<file path="config.mk">
export PLATFORM = sky130hd
export DESIGN_NAME = nco_loop_gear_ctrl
export DESIGN_NICKNAME = d
export VERILOG_FILES = /design/src/rtl/nco_loop_gear_ctrl.sv
export SDC_FILE = /design/constraint.sdc
export NUM_CORES = 1
export LEC_CHECK = 0
export BUFFER_PORTS_ARGS = -buffer_cell sky130_fd_sc_hd__clkbuf_2
export CELL_PAD_IN_SITES_DETAIL_PLACEMENT = 1
export CELL_PAD_IN_SITES_GLOBAL_PLACEMENT = 1
export CORE_AREA = 2 2 106 108
export CTS_CLUSTER_SIZE = 12
export DETAILED_ROUTE_END_ITERATION = 10
export DIE_AREA = 0 0 108 110
export PLACE_DENSITY = 0.55
export SLEW_MARGIN = 20
export SYNTH_ARGS = -nofsm -noshare
export SYNTH_HDL_FRONTEND = slang
export SYNTH_SLANG_ARGS = --single-unit
</file>
<file path="constraint.sdc">
create_clock -name clk_32M768 -period 2.95 [get_ports clk_32M768]
set_clock_uncertainty 0.2 [all_clocks]
set_input_delay 0.1475 -clock clk_32M768 [delete_from_list [all_inputs] [get_ports clk_32M768]]
set_output_delay 0.1475 -clock clk_32M768 [all_outputs]
set_load 0.05 [all_outputs]
</file>
<file path="src/rtl/nco_loop_gear_ctrl.sv">
// Carrier-recovery loop gear sequencer: forwards phase error to the NCO and switches
// the feedback shift between a wide acquisition gain and a narrow tracking gain.
module nco_loop_gear_ctrl #(
    parameter int                   ERR_WIDTH    = 16,
    parameter logic [3:0]           SHIFT_ACQ    = 4'd2,
    parameter logic [3:0]           SHIFT_TRK    = 4'd6,
    parameter logic [ERR_WIDTH-1:0] LOCK_THRESH  = 16'h0800,
    parameter int                   LOCK_COUNT   = 1024,
    parameter int                   UNLOCK_COUNT = 256
) (
    input  logic                 clk_32M768,
    input  logic                 rst_32M768,
    input  logic                 enable,
    input  logic [ERR_WIDTH-1:0] err_tdata,
    input  logic                 err_tvalid,
    input  logic                 soft_restart,
    output logic [3:0]           FEEDBACK_SHIFT,
    output logic [ERR_WIDTH-1:0] feedback_tdata,
    output logic                 feedback_tvalid,
    output logic                 locked,
    output logic [1:0]           state
);

    localparam logic [1:0]  ST_IDLE     = 2'd0;
    localparam logic [1:0]  ST_ACQ      = 2'd1;
    localparam logic [1:0]  ST_TRK      = 2'd2;
    localparam logic [15:0] CNT_MAX     = 16'hFFFF;
    localparam logic [15:0] LOCK_LAST   = 16'(LOCK_COUNT - 1);
    localparam logic [15:0] UNLOCK_LAST = 16'(UNLOCK_COUNT - 1);
    localparam logic [ERR_WIDTH-1:0] ERR_MIN = {1'b1, {(ERR_WIDTH-1){1'b0}}};
    localparam logic [ERR_WIDTH-1:0] ERR_MAX = {1'b0, {(ERR_WIDTH-1){1'b1}}};

    logic [1:0]           state_reg, state_next;
    logic [15:0]          good_cnt_reg, good_cnt_next;
    logic [15:0]          bad_cnt_reg, bad_cnt_next;
    logic [3:0]           shift_reg, shift_next;
    logic                 locked_reg, locked_next;
    logic [ERR_WIDTH-1:0] fb_data_reg, fb_data_next;
    logic                 fb_valid_reg, fb_valid_next;
    logic [ERR_WIDTH-1:0] mag;
    logic                 good;

    // Most-negative input has no positive twin, so it saturates to the largest magnitude.
    always_comb begin
        mag = err_tdata;
        if (err_tdata == ERR_MIN) begin
            mag = ERR_MAX;
        end else if (err_tdata[ERR_WIDTH-1]) begin
            mag = -err_tdata;
        end
    end

    assign good = (mag < LOCK_THRESH);

    // State register: everything, outputs included, advances only on enabled cycles.
    always_ff @(posedge clk_32M768) begin
        if (rst_32M768) begin
            state_reg    <= ST_IDLE;
            good_cnt_reg <= '0;
            bad_cnt_reg  <= '0;
            shift_reg    <= SHIFT_ACQ;
            locked_reg   <= 1'b0;
            fb_data_reg  <= '0;
            fb_valid_reg <= 1'b0;
        end else if (enable) begin
            state_reg    <= state_next;
            good_cnt_reg <= good_cnt_next;
            bad_cnt_reg  <= bad_cnt_next;
            shift_reg    <= shift_next;
            locked_reg   <= locked_next;
            fb_data_reg  <= fb_data_next;
            fb_valid_reg <= fb_valid_next;
        end
    end

    // Next-state and lock/unlock scoring.
    always_comb begin
        state_next    = state_reg;
        good_cnt_next = good_cnt_reg;
        bad_cnt_next  = bad_cnt_reg;
        if (soft_restart) begin
            state_next    = ST_IDLE;
            good_cnt_next = '0;
            bad_cnt_next  = '0;
        end else begin
            case (state_reg)
                ST_IDLE: begin
                    state_next    = ST_ACQ;
                    good_cnt_next = '0;
                    bad_cnt_next  = '0;
                end
                ST_ACQ: begin
                    if (err_tvalid) begin
                        if (!good) begin
                            good_cnt_next = '0;
                        end else if (good_cnt_reg == LOCK_LAST) begin
                            state_next    = ST_TRK;
                            good_cnt_next = '0;
                            bad_cnt_next  = '0;
                        end else if (good_cnt_reg != CNT_MAX) begin
                            good_cnt_next = good_cnt_reg + 16'd1;
                        end
                    end
                end
                ST_TRK: begin
                    if (err_tvalid) begin
                        if (good) begin
                            if (bad_cnt_reg != 16'd0) begin
                                bad_cnt_next = bad_cnt_reg - 16'd1;
                            end
                        end else if (bad_cnt_reg == UNLOCK_LAST) begin
                            state_next    = ST_ACQ;
                            good_cnt_next = '0;
                            bad_cnt_next  = '0;
                        end else if (bad_cnt_reg != CNT_MAX) begin
                            bad_cnt_next = bad_cnt_reg + 16'd1;
                        end
                    end
                end
                default: begin
                    state_next    = ST_IDLE;
                    good_cnt_next = '0;
                    bad_cnt_next  = '0;
                end
            endcase
        end
    end

    // Registered outputs follow the upcoming state so gear and lock flip with the state.
    always_comb begin
        shift_next    = (state_next == ST_TRK) ? SHIFT_TRK : SHIFT_ACQ;
        locked_next   = (state_next == ST_TRK);
        fb_valid_next = err_tvalid && (state_reg != ST_IDLE) && !soft_restart;
        fb_data_next  = err_tvalid ? err_tdata : fb_data_reg;
    end

    assign FEEDBACK_SHIFT  = shift_reg;
    assign feedback_tdata  = fb_data_reg;
    assign feedback_tvalid = fb_valid_reg;
    assign locked          = locked_reg;
    assign state           = state_reg;

endmodule

</file>
==> qor.yml, run 1 <==
maxCapViolCount: 0
start_util: 0.2933
grtUsageMet2: 0.2925
hp-start: "rst_32M768"
grt_max_degree: 24
p_comb_frac: 0.143
synthXorXnorAreaFrac: 0.002791
clk_path_buf_depth: 2
grt-ovfl-total: 0
end_kind: "flip-flop"
finalCritPeriodShare: 0.9794
synth-compound-area-share: 0.2412
critical_path_class: "input port to flip-flop"
use_met3: 0.02587
relSlewSlack: 0.5349
fill_cells: 1353
fin_setup_tns_ns: 0
final_net_count: 507
synth-simple-area-share: 0.3369
leakage_uw: 0.001446
drive_gt1_frac: 0.1822
setup_viol: 0
status: "finished clean"
core_um2: 10700
cp-start-kind: "input port"
p_sw_uw: 426.8
netlist_area_um2: 3138
synth-seq-area-share: 0.3317
antenna_left: 0
holdPathEnd: "good_cnt_reg[1]"
cp_max_fo: 7
holdCritPathClass: "input port to flip-flop"
routed_wl_um: 9875
rows: 38
ys_warn_count: 0
final_max_slew_viol_count: 0
synthAdderAreaFrac: 0.01595
ios: 45
arrival_ns: 2.95
async_flop_share: 0
power_frac_seq: 0.523
avgSynthCellArea_um2: 7.401
vias: 3261
rsz0062_at_grt: "true"
finalCriticalPeriod_ns: 2.889
grt.total_usage: 0.1724
power_uw: 1377
whs_ns: 0.01199
path_clk_slew_ns: 0.11
numCtsBuffers: 5
grt_pass1_vias: 3254
irDropWorstVdd_uv: 178.9
use_met1: 0.2302
cts_root_buffer: "clkbuf_8"
drtIter0Drc: 120
final_core_util: 0.3524
die_h_um: 110
synth.area.mux_share: 0.003589
fp.dieW_um: 108
top_usage_layer: "met2"
cellPowerDensity_nw_per_um2: 365.3
die_area_um2: 11880
grt_antenna_before_repair: 0
clk_latency_ns: 0.32
first_pass_iters: 4
final_common_cell: "nand2_1"
reg2reg_slack_ns: 0.20
viasPerCell: 5.234
max_freq_mhz: 346.1
synth-seq-cells: 52
dp_hpwl_um: 7055
gp_congestion: 0.7824
cts_sinks: 52
route.detailed.drc: 0
tightestPinTransition_ns: 0.6939
p_sw_frac: 0.3099
synth_edf_count: 0
antenna_cells: 0
critPathLaunch: "err_tdata[1]"
internal-power_uw: 950.4
wl_per_cell_um: 15.85
ys.flop_type: "dfxtp_1"
ys_types: 61
mostFrequentLayoutCells: "nand2_1 (65), dfxtp_1 (52), a21oi_1 (41), clkbuf_2 (41), o21ai_0 (40)"
worstRegToRegCells: 7
synth_top_family_by_area: "simple AND/OR/NAND/NOR gates"
r2r-end: "bad_cnt_reg[6]"
clockPowerShare: 0.334
required_ns: 3.02
synthToLayoutAreaGrowth_pct: 20.14
cts_tree: "built"
hold_viol: 0
grt_pass1_wl_um: 16390
cts_max_level: 2
holdPathStages: 2
netlist_instances: 424
io_buffers: 41
r2r_start: "state[0]"
synthesized netlist by cell type, drive strengths merged, types with 10 or more instances:
library cell / instances / area [um2]
nand2: 65 / 244.0
dfxtp: 52 / 1041
a21oi: 41 / 205.2
o21ai: 41 / 209.0
nor2: 34 / 127.6
nand3: 21 / 110.1
nor2b: 15 / 93.84
nor3: 14 / 80.08
buf: 13 / 102.6
clkbuf: 13 / 68.82
and3: 10 / 63.81
through the flow:
stage	worst slack (ns)	std cells	area, um2
2_1_floorplan	0.3774	425	3142
3_3_place_gp	0.2877	597	3478
3_5_place_dp	0.2134	597	3478
4_1_cts	0.02340	623	3755
5_1_grt	-0.09190	623	3770
6_report	0.06076	623	3770
what timing repair did:
item	CTS	global route
hold buffers	18	0
setup buffers	0	0
endpoints found under the hold margin	19	0
resized for setup	0	2
endpoints found under the setup margin	0	14
cell type report:
type,instances,area (um2),share of cell area
Clock buffer,5,68.82,0.01825
Clock inverter,3,27.53,0.007302
Inverter,9,33.78,0.008961
Multi-Input combinational cell,338,1911,0.5068
Sequential cell,52,1041,0.2761
Tap cell,140,175.2,0.04647
Timing Repair Buffer,76,513.0,0.1361
critical path, stage by stage:
cell           delay, ns
dlygate4sd3_1       0.55
clkbuf_2            0.12
nor4_1              0.34
nand3_1             0.21
a41oi_2             0.35
o31a_1              0.26
nand3_1             0.30
or3b_2              0.53
a21oi_1             0.15
how the worst max path moves through the flow:
| stage | endpoint | slack, ns | cells after the start |
|---|---|---|---|
| after floorplan | bad_cnt_reg[6] | 0.38 | 7 |
| after CTS | good_cnt_reg[12] | 0.02 | 10 |
| after global placement | bad_cnt_reg[6] | 0.29 | 8 |
| final | bad_cnt_reg[6] | 0.06 | 9 |
| after global routing | bad_cnt_reg[6] | -0.09 | 9 |
| after detailed placement | good_cnt_reg[12] | 0.21 | 9 |
cell families after synthesis:
group	after synthesis
AND/OR/NAND/NOR	205
buffers and inverters	35
XOR/XNOR	1
AO/OA/AOI/OAI	124
multiplexers	1
other	2
adder cells (fa/ha/maj)	4
flip-flops	52
per-layer routing:
layer,vias up,share of wire
met2,34,0.48
met5,-,0
met3,8,0.021
li1,1641,-
met1,1578,0.49
met4,0,0.011
power groups by stage:
stage          Clock (uW)  Sequential, uW  Combinational [uW]
2_1_floorplan           0             775                87.4
3_3_place_gp            0             736                 176
3_5_place_dp            0             737                 179
4_1_cts               486             721                 198
5_1_grt               509             722                 214
6_report              460             720                 196
Power figures use the tool's default switching activity.
==> inputs of run 2 (changes only) <==
--- a/config.mk
+++ b/config.mk
@@ -8,11 +8,12 @@
 export BUFFER_PORTS_ARGS = -buffer_cell sky130_fd_sc_hd__clkbuf_2
 export CELL_PAD_IN_SITES_DETAIL_PLACEMENT = 1
 export CELL_PAD_IN_SITES_GLOBAL_PLACEMENT = 1
-export CORE_AREA = 2 2 106 108
+export CORE_AREA = 2 2 98 100
+export CTS_CLUSTER_DIAMETER = 150
 export CTS_CLUSTER_SIZE = 12
 export DETAILED_ROUTE_END_ITERATION = 10
-export DIE_AREA = 0 0 108 110
-export PLACE_DENSITY = 0.55
+export DIE_AREA = 0 0 100 102
+export PLACE_DENSITY = 0.64
 export SLEW_MARGIN = 20
 export SYNTH_ARGS = -nofsm -noshare
 export SYNTH_HDL_FRONTEND = slang
==> qor.yml, run 2 (same netlist as run 1, synthesis figures left out) <==
status: "finished clean"
die_h_um: 102
mostFrequentLayoutCells: "nand2_1 (65), dfxtp_1 (52), a21oi_1 (41), clkbuf_2 (41), o21ai_0 (40)"
p_comb_frac: 0.144
cts_root_buffer: "clkbuf_8"
internal-power_uw: 949.1
finalCriticalPeriod_ns: 2.788
antenna_cells: 0
arrival_ns: 2.82
gp_congestion: 0.8113
p_sw_uw: 421.6
drive_gt1_frac: 0.1843
rsz0062_at_grt: "false"
finalCritPeriodShare: 0.9451
grt_antenna_before_repair: 0
first_pass_iters: 4
power_frac_seq: 0.525
required_ns: 2.99
grt_max_degree: 21
setup_viol: 0
numCtsBuffers: 5
hold_viol: 0
hp-start: "err_tvalid"
dp_hpwl_um: 6776
antenna_left: 0
crit_chain: "dlygate4sd3_1 > clkbuf_2 > or4_1 > nor2_1 > a41o_1 > buf_4 > o21ai_0 > buf_4 > or2_2 > o31ai_1"
drtIter0Drc: 98
fin_setup_tns_ns: 0
core_um2: 9109
fin_area_um2: 3736
fp.dieW_um: 100
synthToLayoutAreaGrowth_pct: 19.06
relSlewSlack: 0.6192
critical_path_class: "input port to flip-flop"
tightestPinTransition_ns: 0.5699
cts_max_level: 2
cp_top_family: "buffers and inverters"
final_common_cell: "nand2_1"
cts_setup_buffers: 0
grt.total_usage: 0.1960
ios: 45
max_freq_mhz: 358.7
r2r_start: "bad_cnt_reg[2]"
cp.depth: 10
routed_wl_um: 9617
clk_path_buf_depth: 2
rows: 35
p_sw_frac: 0.3076
path_clk_slew_ns: 0.11
start_util: 0.3445
fill_cells: 1180
final_cells: 594
final_net_count: 507
grt-ovfl-total: 0
maxCapViolCount: 0
leakage_uw: 0.001446
dp_cells: 568
holdPathStages: 4
route.detailed.drc: 0
critPathLaunch: "err_tdata[13]"
dpl_cell_area_um2: 3442
die_area_um2: 10200
irDropWorstVdd_uv: 172.8
cellPowerDensity_nw_per_um2: 366.9
worstRegToRegCells: 7
wl_per_cell_um: 16.19
grt_pass1_wl_um: 16360
cp-start-kind: "input port"
clk_latency_ns: 0.32
path_common_cell: "buf_4"
io_buffers: 41
grt_pass1_vias: 3273
cp_max_fo: 18
slowest_stage: "dlygate4sd3_1"
end_kind: "flip-flop"
clockPowerShare: 0.330
crit_buf_inv: 4
cpPeakStageDelay_ns: 0.54
cts_sinks: 52
final_max_slew_viol_count: 0
reg2reg_slack_ns: 0.26
holdCritPathClass: "input port to flip-flop"
vias: 3266
cts_tree: "built"
viasPerCell: 5.498
[run 2: path summary, 6_finish.rpt]
path,endpoint
setup / recovery,bad_cnt_reg[13]
hold / removal,state[0]
setup reg to reg,good_cnt_reg[1]
hold reg to reg,feedback_tdata[9]
[run 2: area by class of cell]
| class | count | area [um2] | area share |
|---|---|---|---|
| tap | 111 | 138.9 | 0.03717 |
| multi-input combinational | 338 | 1916 | 0.5127 |
| timing repair buffer | 76 | 513.0 | 0.1373 |
| clock buffer | 5 | 68.82 | 0.01842 |
| sequential | 52 | 1041 | 0.2786 |
| inverter | 9 | 33.78 | 0.009042 |
| clock inverter | 3 | 25.02 | 0.006698 |
[run 2: stage by stage]
step | hold WS, ns | utilization | power (uW) | worst slack (ns)
global placement | 0.1882 | 0.3779 | 911.7 | 0.2903
finish | 0.06920 | 0.4102 | 1371 | 0.1620
global route | 0.09824 | 0.4102 | 1430 | 0.02139
floorplan | 0.08354 | - | 862.1 | 0.3774
detailed placement | 0.1976 | 0.3779 | 913.7 | 0.2340
CTS | 0.06303 | 0.4080 | 1384 | 0.04403
[run 2: worst min-delay path, stage by stage]
cell      delay (ns)
clkbuf_2        0.14
nand4_1         0.12
a221oi_1        0.08
nor2_1          0.08
[run 2: power groups by stage]
stage               Combinational, uW  Sequential, uW  Clock, uW
global placement                  176             736          0
global route                      215             722        493
floorplan                        87.4             775          0
CTS                               196             720        467
detailed placement                177             736          0
finish                            198             720        453
[run 2: routing by layer]
layer	routed length [um]	share of wire	up-vias	global-route usage
met4	111	0.012	0	0.04742
met1	4667	0.49	1569	0.2659
met2	4567	0.47	41	0.3342
met3	271	0.028	10	0.02394
met5	0	0	-	0
li1	-	-	1646	-
[run 2: what timing repair did]
action | CTS | global route
endpoints found under the hold margin | 19 | 0
setup endpoints to repair | 0 | 15
hold buffers | 18 | 0
resized for setup | 0 | 3
